`src/rtl/instr_decode_stage_pkg.sv`:
```
// Shared decode types: instruction formats, RV opcodes and the decoded entry record.
// The decoded_t pc/imm fields are sized for the widest legal XLEN; stages slice them down.
package decode_pkg;

    localparam int XLEN_MAX    = 64;
    localparam int REG_FIELD_W = 5;

    typedef enum logic [2:0] {
        FMT_R       = 3'd0,
        FMT_I       = 3'd1,
        FMT_S       = 3'd2,
        FMT_B       = 3'd3,
        FMT_U       = 3'd4,
        FMT_J       = 3'd5,
        FMT_ILLEGAL = 3'd6
    } fmt_e;

    localparam logic [6:0] OP_LUI    = 7'b0110111;
    localparam logic [6:0] OP_AUIPC  = 7'b0010111;
    localparam logic [6:0] OP_JAL    = 7'b1101111;
    localparam logic [6:0] OP_JALR   = 7'b1100111;
    localparam logic [6:0] OP_BRANCH = 7'b1100011;
    localparam logic [6:0] OP_LOAD   = 7'b0000011;
    localparam logic [6:0] OP_STORE  = 7'b0100011;
    localparam logic [6:0] OP_IMM    = 7'b0010011;
    localparam logic [6:0] OP_REG    = 7'b0110011;
    localparam logic [6:0] OP_FENCE  = 7'b0001111;
    localparam logic [6:0] OP_SYSTEM = 7'b1110011;
    localparam logic [6:0] OP_IMM_32 = 7'b0011011;
    localparam logic [6:0] OP_REG_32 = 7'b0111011;

    typedef struct packed {
        logic [XLEN_MAX-1:0]    pc;
        fmt_e                   fmt;
        logic [6:0]             opcode;
        logic [2:0]             funct3;
        logic [6:0]             funct7;
        logic [REG_FIELD_W-1:0] rs1;
        logic [REG_FIELD_W-1:0] rs2;
        logic [REG_FIELD_W-1:0] rd;
        logic [XLEN_MAX-1:0]    imm;
        logic                   illegal;
    } decoded_t;

    // The 32-bit-word opcodes only exist on RV64.
    function automatic fmt_e opcode_fmt(input logic [6:0] opcode, input logic rv64);
        fmt_e fmt;
        case (opcode)
            OP_LUI, OP_AUIPC:                   fmt = FMT_U;
            OP_JAL:                             fmt = FMT_J;
            OP_BRANCH:                          fmt = FMT_B;
            OP_STORE:                           fmt = FMT_S;
            OP_REG:                             fmt = FMT_R;
            OP_JALR, OP_LOAD, OP_IMM,
            OP_FENCE, OP_SYSTEM:                fmt = FMT_I;
            OP_IMM_32:                          fmt = rv64 ? FMT_I : FMT_ILLEGAL;
            OP_REG_32:                          fmt = rv64 ? FMT_R : FMT_ILLEGAL;
            default:                            fmt = FMT_ILLEGAL;
        endcase
        return fmt;
    endfunction

endpackage

```
`src/rtl/instr_decode_stage_imm_gen.sv`:
```
// Combinational format classifier and sign-extended immediate generator.
module imm_gen
    import decode_pkg::*;
#(
    parameter int XLEN = 32
) (
    input  logic [31:0]     instr,
    output fmt_e            fmt,
    output logic            illegal,
    output logic [XLEN-1:0] imm
);

    logic [31:0] imm32;

    // Build the 32-bit immediate first, then sign-extend to XLEN from bit 31.
    always_comb begin
        fmt     = (instr[1:0] == 2'b11) ? opcode_fmt(instr[6:0], XLEN == 64) : FMT_ILLEGAL;
        illegal = (fmt == FMT_ILLEGAL);
        imm32   = '0;
        case (fmt)
            FMT_I:   imm32 = {{20{instr[31]}}, instr[31:20]};
            FMT_S:   imm32 = {{20{instr[31]}}, instr[31:25], instr[11:7]};
            FMT_B:   imm32 = {{19{instr[31]}}, instr[31], instr[7], instr[30:25], instr[11:8], 1'b0};
            FMT_U:   imm32 = {instr[31:12], 12'b0};
            FMT_J:   imm32 = {{11{instr[31]}}, instr[31], instr[19:12], instr[20], instr[30:21], 1'b0};
            default: imm32 = '0;
        endcase
        imm = XLEN'($signed(imm32));
    end

endmodule

```
`src/rtl/instr_decode_stage.sv`:
```
// Registered decode stage with a 2-entry skid buffer so in_ready is a flop.
// Optional DECODE_ILLEGAL_CNT_EN adds a saturating count of accepted illegal instructions.
module instr_decode_stage
    import decode_pkg::*;
#(
    parameter int XLEN   = 32,
    parameter int REG_AW = 5,
    parameter int CNT_W  = 16
) (
    input  logic              clk,
    input  logic              rst_n,
    input  logic              flush,
    input  logic              in_valid,
    output logic              in_ready,
    input  logic [31:0]       in_instr,
    input  logic [XLEN-1:0]   in_pc,
    output logic              out_valid,
    input  logic              out_ready,
    output logic [XLEN-1:0]   out_pc,
    output fmt_e              out_fmt,
    output logic [6:0]        out_opcode,
    output logic [2:0]        out_funct3,
    output logic [6:0]        out_funct7,
    output logic [REG_AW-1:0] out_rs1,
    output logic [REG_AW-1:0] out_rs2,
    output logic [REG_AW-1:0] out_rd,
    output logic [XLEN-1:0]   out_imm,
    output logic              out_illegal
`ifdef DECODE_ILLEGAL_CNT_EN
    ,
    output logic [CNT_W-1:0]  illegal_cnt
`endif
);

    typedef enum logic [1:0] {
        ST_EMPTY,
        ST_ONE,
        ST_FULL
    } state_e;

    state_e    state_q, state_d;
    decoded_t  out_q, out_d;
    decoded_t  skid_q, skid_d;
    logic      out_valid_q, out_valid_d;
    logic      in_ready_q, in_ready_d;

    fmt_e            dec_fmt;
    logic            dec_illegal;
    logic [XLEN-1:0] dec_imm;
    decoded_t        dec;
    logic            in_fire;
    logic            out_fire;

    imm_gen #(
        .XLEN (XLEN)
    ) u_imm_gen (
        .instr   (in_instr),
        .fmt     (dec_fmt),
        .illegal (dec_illegal),
        .imm     (dec_imm)
    );

    always_comb begin
        dec         = '0;
        dec.pc      = XLEN_MAX'(in_pc);
        dec.fmt     = dec_fmt;
        dec.opcode  = in_instr[6:0];
        dec.funct3  = in_instr[14:12];
        dec.funct7  = in_instr[31:25];
        dec.rs1     = in_instr[19:15];
        dec.rs2     = in_instr[24:20];
        dec.rd      = in_instr[11:7];
        dec.imm     = XLEN_MAX'($signed(dec_imm));
        dec.illegal = dec_illegal;
    end

    assign in_fire  = in_valid & in_ready_q;
    assign out_fire = out_valid_q & out_ready;

    // Skid occupancy: ST_FULL means both output and skid registers hold entries.
    always_comb begin
        state_d = state_q;
        out_d   = out_q;
        skid_d  = skid_q;
        if (flush) begin
            state_d = ST_EMPTY;
        end else begin
            case (state_q)
                ST_EMPTY: begin
                    if (in_fire) begin
                        out_d   = dec;
                        state_d = ST_ONE;
                    end
                end
                ST_ONE: begin
                    if (in_fire && !out_fire) begin
                        skid_d  = dec;
                        state_d = ST_FULL;
                    end else if (in_fire && out_fire) begin
                        out_d = dec;
                    end else if (out_fire) begin
                        state_d = ST_EMPTY;
                    end
                end
                ST_FULL: begin
                    if (out_fire) begin
                        out_d   = skid_q;
                        state_d = ST_ONE;
                    end
                end
                default: state_d = ST_EMPTY;
            endcase
        end
        out_valid_d = (state_d != ST_EMPTY);
        in_ready_d  = (state_d != ST_FULL);
    end

    always_ff @(posedge clk or negedge rst_n) begin
        if (!rst_n) begin
            state_q     <= ST_EMPTY;
            out_q       <= '0;
            skid_q      <= '0;
            out_valid_q <= 1'b0;
            in_ready_q  <= 1'b1;
        end else begin
            state_q     <= state_d;
            out_q       <= out_d;
            skid_q      <= skid_d;
            out_valid_q <= out_valid_d;
            in_ready_q  <= in_ready_d;
        end
    end

    assign in_ready    = in_ready_q;
    assign out_valid   = out_valid_q;
    assign out_pc      = out_q.pc[XLEN-1:0];
    assign out_fmt     = out_q.fmt;
    assign out_opcode  = out_q.opcode;
    assign out_funct3  = out_q.funct3;
    assign out_funct7  = out_q.funct7;
    assign out_rs1     = REG_AW'(out_q.rs1);
    assign out_rs2     = REG_AW'(out_q.rs2);
    assign out_rd      = REG_AW'(out_q.rd);
    assign out_imm     = out_q.imm[XLEN-1:0];
    assign out_illegal = out_q.illegal;

`ifdef DECODE_ILLEGAL_CNT_EN
    logic [CNT_W-1:0] illegal_cnt_q, illegal_cnt_d;

    // Counts only instructions that really enter the stage; flush leaves the count alone.
    always_comb begin
        illegal_cnt_d = illegal_cnt_q;
        if (!flush && in_fire && dec_illegal && (illegal_cnt_q != '1)) begin
            illegal_cnt_d = illegal_cnt_q + CNT_W'(1);
        end
    end

    always_ff @(posedge clk or negedge rst_n) begin
        if (!rst_n) begin
            illegal_cnt_q <= '0;
        end else begin
            illegal_cnt_q <= illegal_cnt_d;
        end
    end

    assign illegal_cnt = illegal_cnt_q;
`else
    localparam int unused_cnt_w = CNT_W;
`endif

endmodule

```
`config.mk`:
```
export PLATFORM = sky130hd
export DESIGN_NAME = instr_decode_stage
export DESIGN_NICKNAME = d
export VERILOG_FILES = /design/src/rtl/instr_decode_stage_pkg.sv /design/src/rtl/instr_decode_stage_imm_gen.sv /design/src/rtl/instr_decode_stage.sv
export SDC_FILE = /design/constraint.sdc
export NUM_CORES = 1
export LEC_CHECK = 0
export ABC_AREA = 1
export BUFFER_PORTS_ARGS = -buffer_cell sky130_fd_sc_hd__clkbuf_2
export CAP_MARGIN = 20
export CELL_PAD_IN_SITES_DETAIL_PLACEMENT = 2
export CELL_PAD_IN_SITES_GLOBAL_PLACEMENT = 2
export CORE_MARGIN = 5
export CORE_UTILIZATION = 35
export CTS_CLUSTER_DIAMETER = 150
export DETAILED_ROUTE_END_ITERATION = 12
export PLACE_DENSITY = 0.83
export RECOVER_POWER = 25
export SYNTH_ARGS = -nofsm -noshare
export SYNTH_HDL_FRONTEND = slang
export SYNTH_SLANG_ARGS = --single-unit
```
`constraint.sdc`:
```
create_clock -name clk -period 2.85 [get_ports clk]
set_input_delay 0.4275 -clock clk [delete_from_list [all_inputs] [get_ports clk]]
set_output_delay 0.4275 -clock clk [all_outputs]
set_load 0.02 [all_outputs]
```
==> flow_metrics.env <==
export IMPL_result_of_the_run="finished with violations"
export IMPL_whs_path_depth=3
export IMPL_postSynthRegisterBits=204
export IMPL_cts_setup_buffers=0
export IMPL_area_growth_pct=20.2
export IMPL_antenna_found_initial=0
export IMPL_grt_pass1_vias=9763
export IMPL_placement_rows=59
export IMPL_post_cts_clock_slew_at_the_launch_and_capture_registers_of_the_worst_setup_and_hold_paths_ps=60
export IMPL_fillers=3040
export IMPL_layout_area_seq_sq_mm=0.00511
export IMPL_p_per_area_mw_per_mm2=946
export IMPL_syn_avg_cell_area_sq_um=7.82
export IMPL_final_max_slew_violation_count=52
export IMPL_rsz_0062_raised_after_global_routing="no"
export IMPL_drt_wl_total_mm=33.0
export IMPL_seq_area_frac_synth_pct=54.7
export IMPL_max_slew_worst_pin_slew_ps=1540
export IMPL_grt_start_max_net_pins=81
export IMPL_peakVddDrop_mv=0.385
export IMPL_synth_top_family_by_area="simple AND/OR/NAND/NOR gates"
export IMPL_synthDistinctLibCells=26
export IMPL_post_dp_hpwl_mm=22.2
export IMPL_max_cap_viol_count=1
export IMPL_ctsLongestPathBuffers=3
export IMPL_start_util_pct=35.7
export IMPL_num_io_pins=171
export IMPL_synth_xor_area_share_pct=0
export IMPL_ff2ff_setup_slack_ps=690
export IMPL_wire_per_inst_microns=19.6
export IMPL_timing_critical_path_from_type="flop"
export IMPL_synthSimpleGateAreaFrac_pct=31.2
export IMPL_synth_warnings=0
export IMPL_ant_nets_after_route=0
export IMPL_fin_worst_skew_ps=8.94
export IMPL_total_setup_violations_reported_at_the_end_of_the_flow=0
export IMPL_final_period_minus_worst_setup_slack_ps=2160
export IMPL_crit_path_max_fanout=43
export IMPL_most_common_layout_cells="sky130_fd_sc_hd__nand2_1 (485), sky130_fd_sc_hd__dfrtp_1 (203), sky130_fd_sc_hd__nor2_1 (183), sky130_fd_sc_hd__clkbuf_2 (170), sky130_fd_sc_hd__a31oi_1 (80)"
export IMPL_layout_nets=1403
export IMPL_fin_crit_sh_pct=75.7
export IMPL_leak_pwr_nw=6.05
export IMPL_worst_hold_path_endpoint="skid_q[124]$_DFFE_PN0P_"
export IMPL_die_height_microns=173
export IMPL_htreeDepth=1
export IMPL_yosys_area_share_adder_pct=0
export IMPL_grt_util_all_layers_pct=21.9
export IMPL_multi_input_comb_area_sq_mm=0.00372
export IMPL_post_synth_top_flop="sky130_fd_sc_hd__dfrtp_1"
export IMPL_maxClockFrequency_ghz=0.463
export IMPL_violations="capacitance limit, slew limit"
export IMPL_post_synth_top_area_cell="sky130_fd_sc_hd__dfrtp_1"
export IMPL_place_congestion=0.825
export IMPL_synth_edff_count=0
export IMPL_clock_sink_count=204
export IMPL_setup_total_negative_slack_ps=0
export IMPL_vias=8691
export IMPL_drc_markers=0
export IMPL_postSynth_asyncResetShare_pct=100
export IMPL_worst_hold_path_type="in -> reg"
export IMPL_first_pass_grt_wire_length_mm=54.2
export IMPL_yosys_mux_area_fraction_pct=0
export IMPL_insertion_delay_ps=520
export IMPL_cp_data_required_time_ps=3280
export IMPL_drtPass1Iterations=4
export IMPL_post_synth_instance_area_sq_mm=0.00933
export IMPL_layout_drive_gt1_share_pct=18.0
export IMPL_endpoint_kind="flop"
export IMPL_place_port_buffers=170
export IMPL_die_w_microns=173
export IMPL_timing_hold_violations_final=0
export IMPL_syn_nets=1261
export IMPL_postLayoutSetupSlackWorst_ps=692
export IMPL_crit_reg2reg_launch="state_q[1]$_DFF_PN0_"
export IMPL_floorplan_core_area_sq_mm=0.0261
export IMPL_globalRoute_totalOverflow=0
export IMPL_slew_limit_headroom_pct=-2.75
export IMPL_ys_top_cells_by_area="sky130_fd_sc_hd__dfrtp_1 (54%), sky130_fd_sc_hd__nand2_1 (20%), sky130_fd_sc_hd__nor2_1 (7.4%)"
export IMPL_route_detailed_vias_per_inst=5.15
export IMPL_pre_cts_slack_ps=592
export IMPL_tritoncts_num_buffers=24
export IMPL_clk_root_buffer_cell="sky130_fd_sc_hd__clkbuf_16"
export IMPL_synth_compound_area_share_pct=8.72
export IMPL_timing_setup_critical_path_class="reg -> reg"
export IMPL_commonest_non_fill_non_tap_cell_in_the_layout="sky130_fd_sc_hd__nand2_1"
export IMPL_cts_tree="yes"
export IMPL_synth_cells=1192
export IMPL_drt_initial_drc_count=450
export IMPL_diodes=0
export IMPL_yosysTopAreaCellShare_pct=54.5
export IMPL_timing_reg2reg_worst_path_depth=10
export IMPL_worst_hold_startpoint="in_pc[24]"
export IMPL_worst_endpoint_arrival_ps=2590
export IMPL_die_area_sq_mm=0.0300
export IMPL_r2r_end="out_rs2[3]$_DFFE_PN0P_"
==> state kept, by name, indices dropped and copies added, names as in the netlist <==
signal,count
out_illegal,1
out_fmt,3
out_pc,32
out_funct7,7
out_funct3,3
out_rs2,5
out_imm,32
out_opcode,7
out_valid,1
state_q,2
in_ready,1
out_rd,5
out_rs1,5
skid_q,100
==> synth_stat cells, types with 4 or more instances <==
library cell,n
sky130_fd_sc_hd__clkbuf_1,29
sky130_fd_sc_hd__nor2_1,183
sky130_fd_sc_hd__inv_1,28
sky130_fd_sc_hd__buf_4,7
sky130_fd_sc_hd__buf_2,32
sky130_fd_sc_hd__nand2_2,4
sky130_fd_sc_hd__a21oi_1,17
sky130_fd_sc_hd__a31oi_1,80
sky130_fd_sc_hd__o21ai_1,4
sky130_fd_sc_hd__inv_2,8
sky130_fd_sc_hd__dfrtp_1,203
sky130_fd_sc_hd__nand2_1,485
sky130_fd_sc_hd__nand3_1,49
sky130_fd_sc_hd__o21ai_0,40
==> worst max path at each step <==
stage / endpoint / cells after the start / from
after floorplan: skid_q[68]$_DFFE_PN0P_ / 9 / in_ready$_DFF_PN1_
after detailed placement: out_fmt[1]$_DFFE_PN0P_ / 10 / in_instr[0]
after CTS: out_rs2[3]$_DFFE_PN0P_ / 9 / in_ready$_DFF_PN1_
after global placement: out_imm[12]$_DFFE_PN0P_ / 9 / in_instr[0]
after global routing: out_pc[25]$_DFFE_PN0P_ / 10 / state_q[1]$_DFF_PN0_
final: out_rs2[3]$_DFFE_PN0P_ / 10 / state_q[1]$_DFF_PN0_
==> metrics by stage <==
stage / util, % / hold slack, ps / power (mW) / instance area, sq um / std cells
after floorplan: - / 132 / 6.46 / 9330 / 1192
after global placement: 40.1 / 380 / 7.52 / 10500 / 1642
after detailed placement: 40.1 / 381 / 7.74 / 10500 / 1642
after CTS: 42.9 / 118 / 10.8 / 11200 / 1687
after global routing: 42.9 / 126 / 11.3 / 11200 / 1687
final: 42.9 / 139 / 10.6 / 11200 / 1687
==> power breakdown <==
part           internal [mW]  total (mW)  leakage, nW  switching [mW]
clock                   1.72        2.94        0.365            1.22
combinational          0.996        3.00         3.19            2.00
sequential              4.01        4.67         2.50           0.656
==> critical path, cell delays in order, from the launching register on <==
cell and delay [ps]:
sky130_fd_sc_hd__dfrtp_1 450, sky130_fd_sc_hd__inv_1 150, sky130_fd_sc_hd__nand2_1 70, sky130_fd_sc_hd__nand2_1 60
sky130_fd_sc_hd__nand2_1 60, sky130_fd_sc_hd__inv_2 80, sky130_fd_sc_hd__nand2_4 180, sky130_fd_sc_hd__inv_4 410
sky130_fd_sc_hd__buf_4 360, sky130_fd_sc_hd__nor2_1 90, sky130_fd_sc_hd__a31oi_1 170
==> routing by layer <==
layer | wire length, microns | GRT usage [%]
met3 | 1220 | 3.08
met4 | 481 | 3.92
met5 | 0 | 0
met2 | 16300 | 38.3
met1 | 15000 | 29.3
==> cell families after synthesis <==
logic type | Yosys count
simple gates | 736
flops | 204
compound gates | 142
buf+inv | 110
==> what timing repair did <==
item,4_1_cts,5_1_grt
resized for setup,0,0
endpoints found under the hold margin,51,0
setup endpoints to repair,0,0
hold buffers,1,0
==> cell type report <==
| type | instances | area share, % |
|---|---|---|
| timing repair buffer | 190 | 9.62 |
| clock buffer | 40 | 6.44 |
| inverter | 36 | 1.26 |
| clock inverter | 4 | 0.179 |
| tap | 335 | 3.74 |
| sequential | 204 | 45.5 |
| multi-input combinational | 878 | 33.2 |
(Power assumes the default switching activity.)
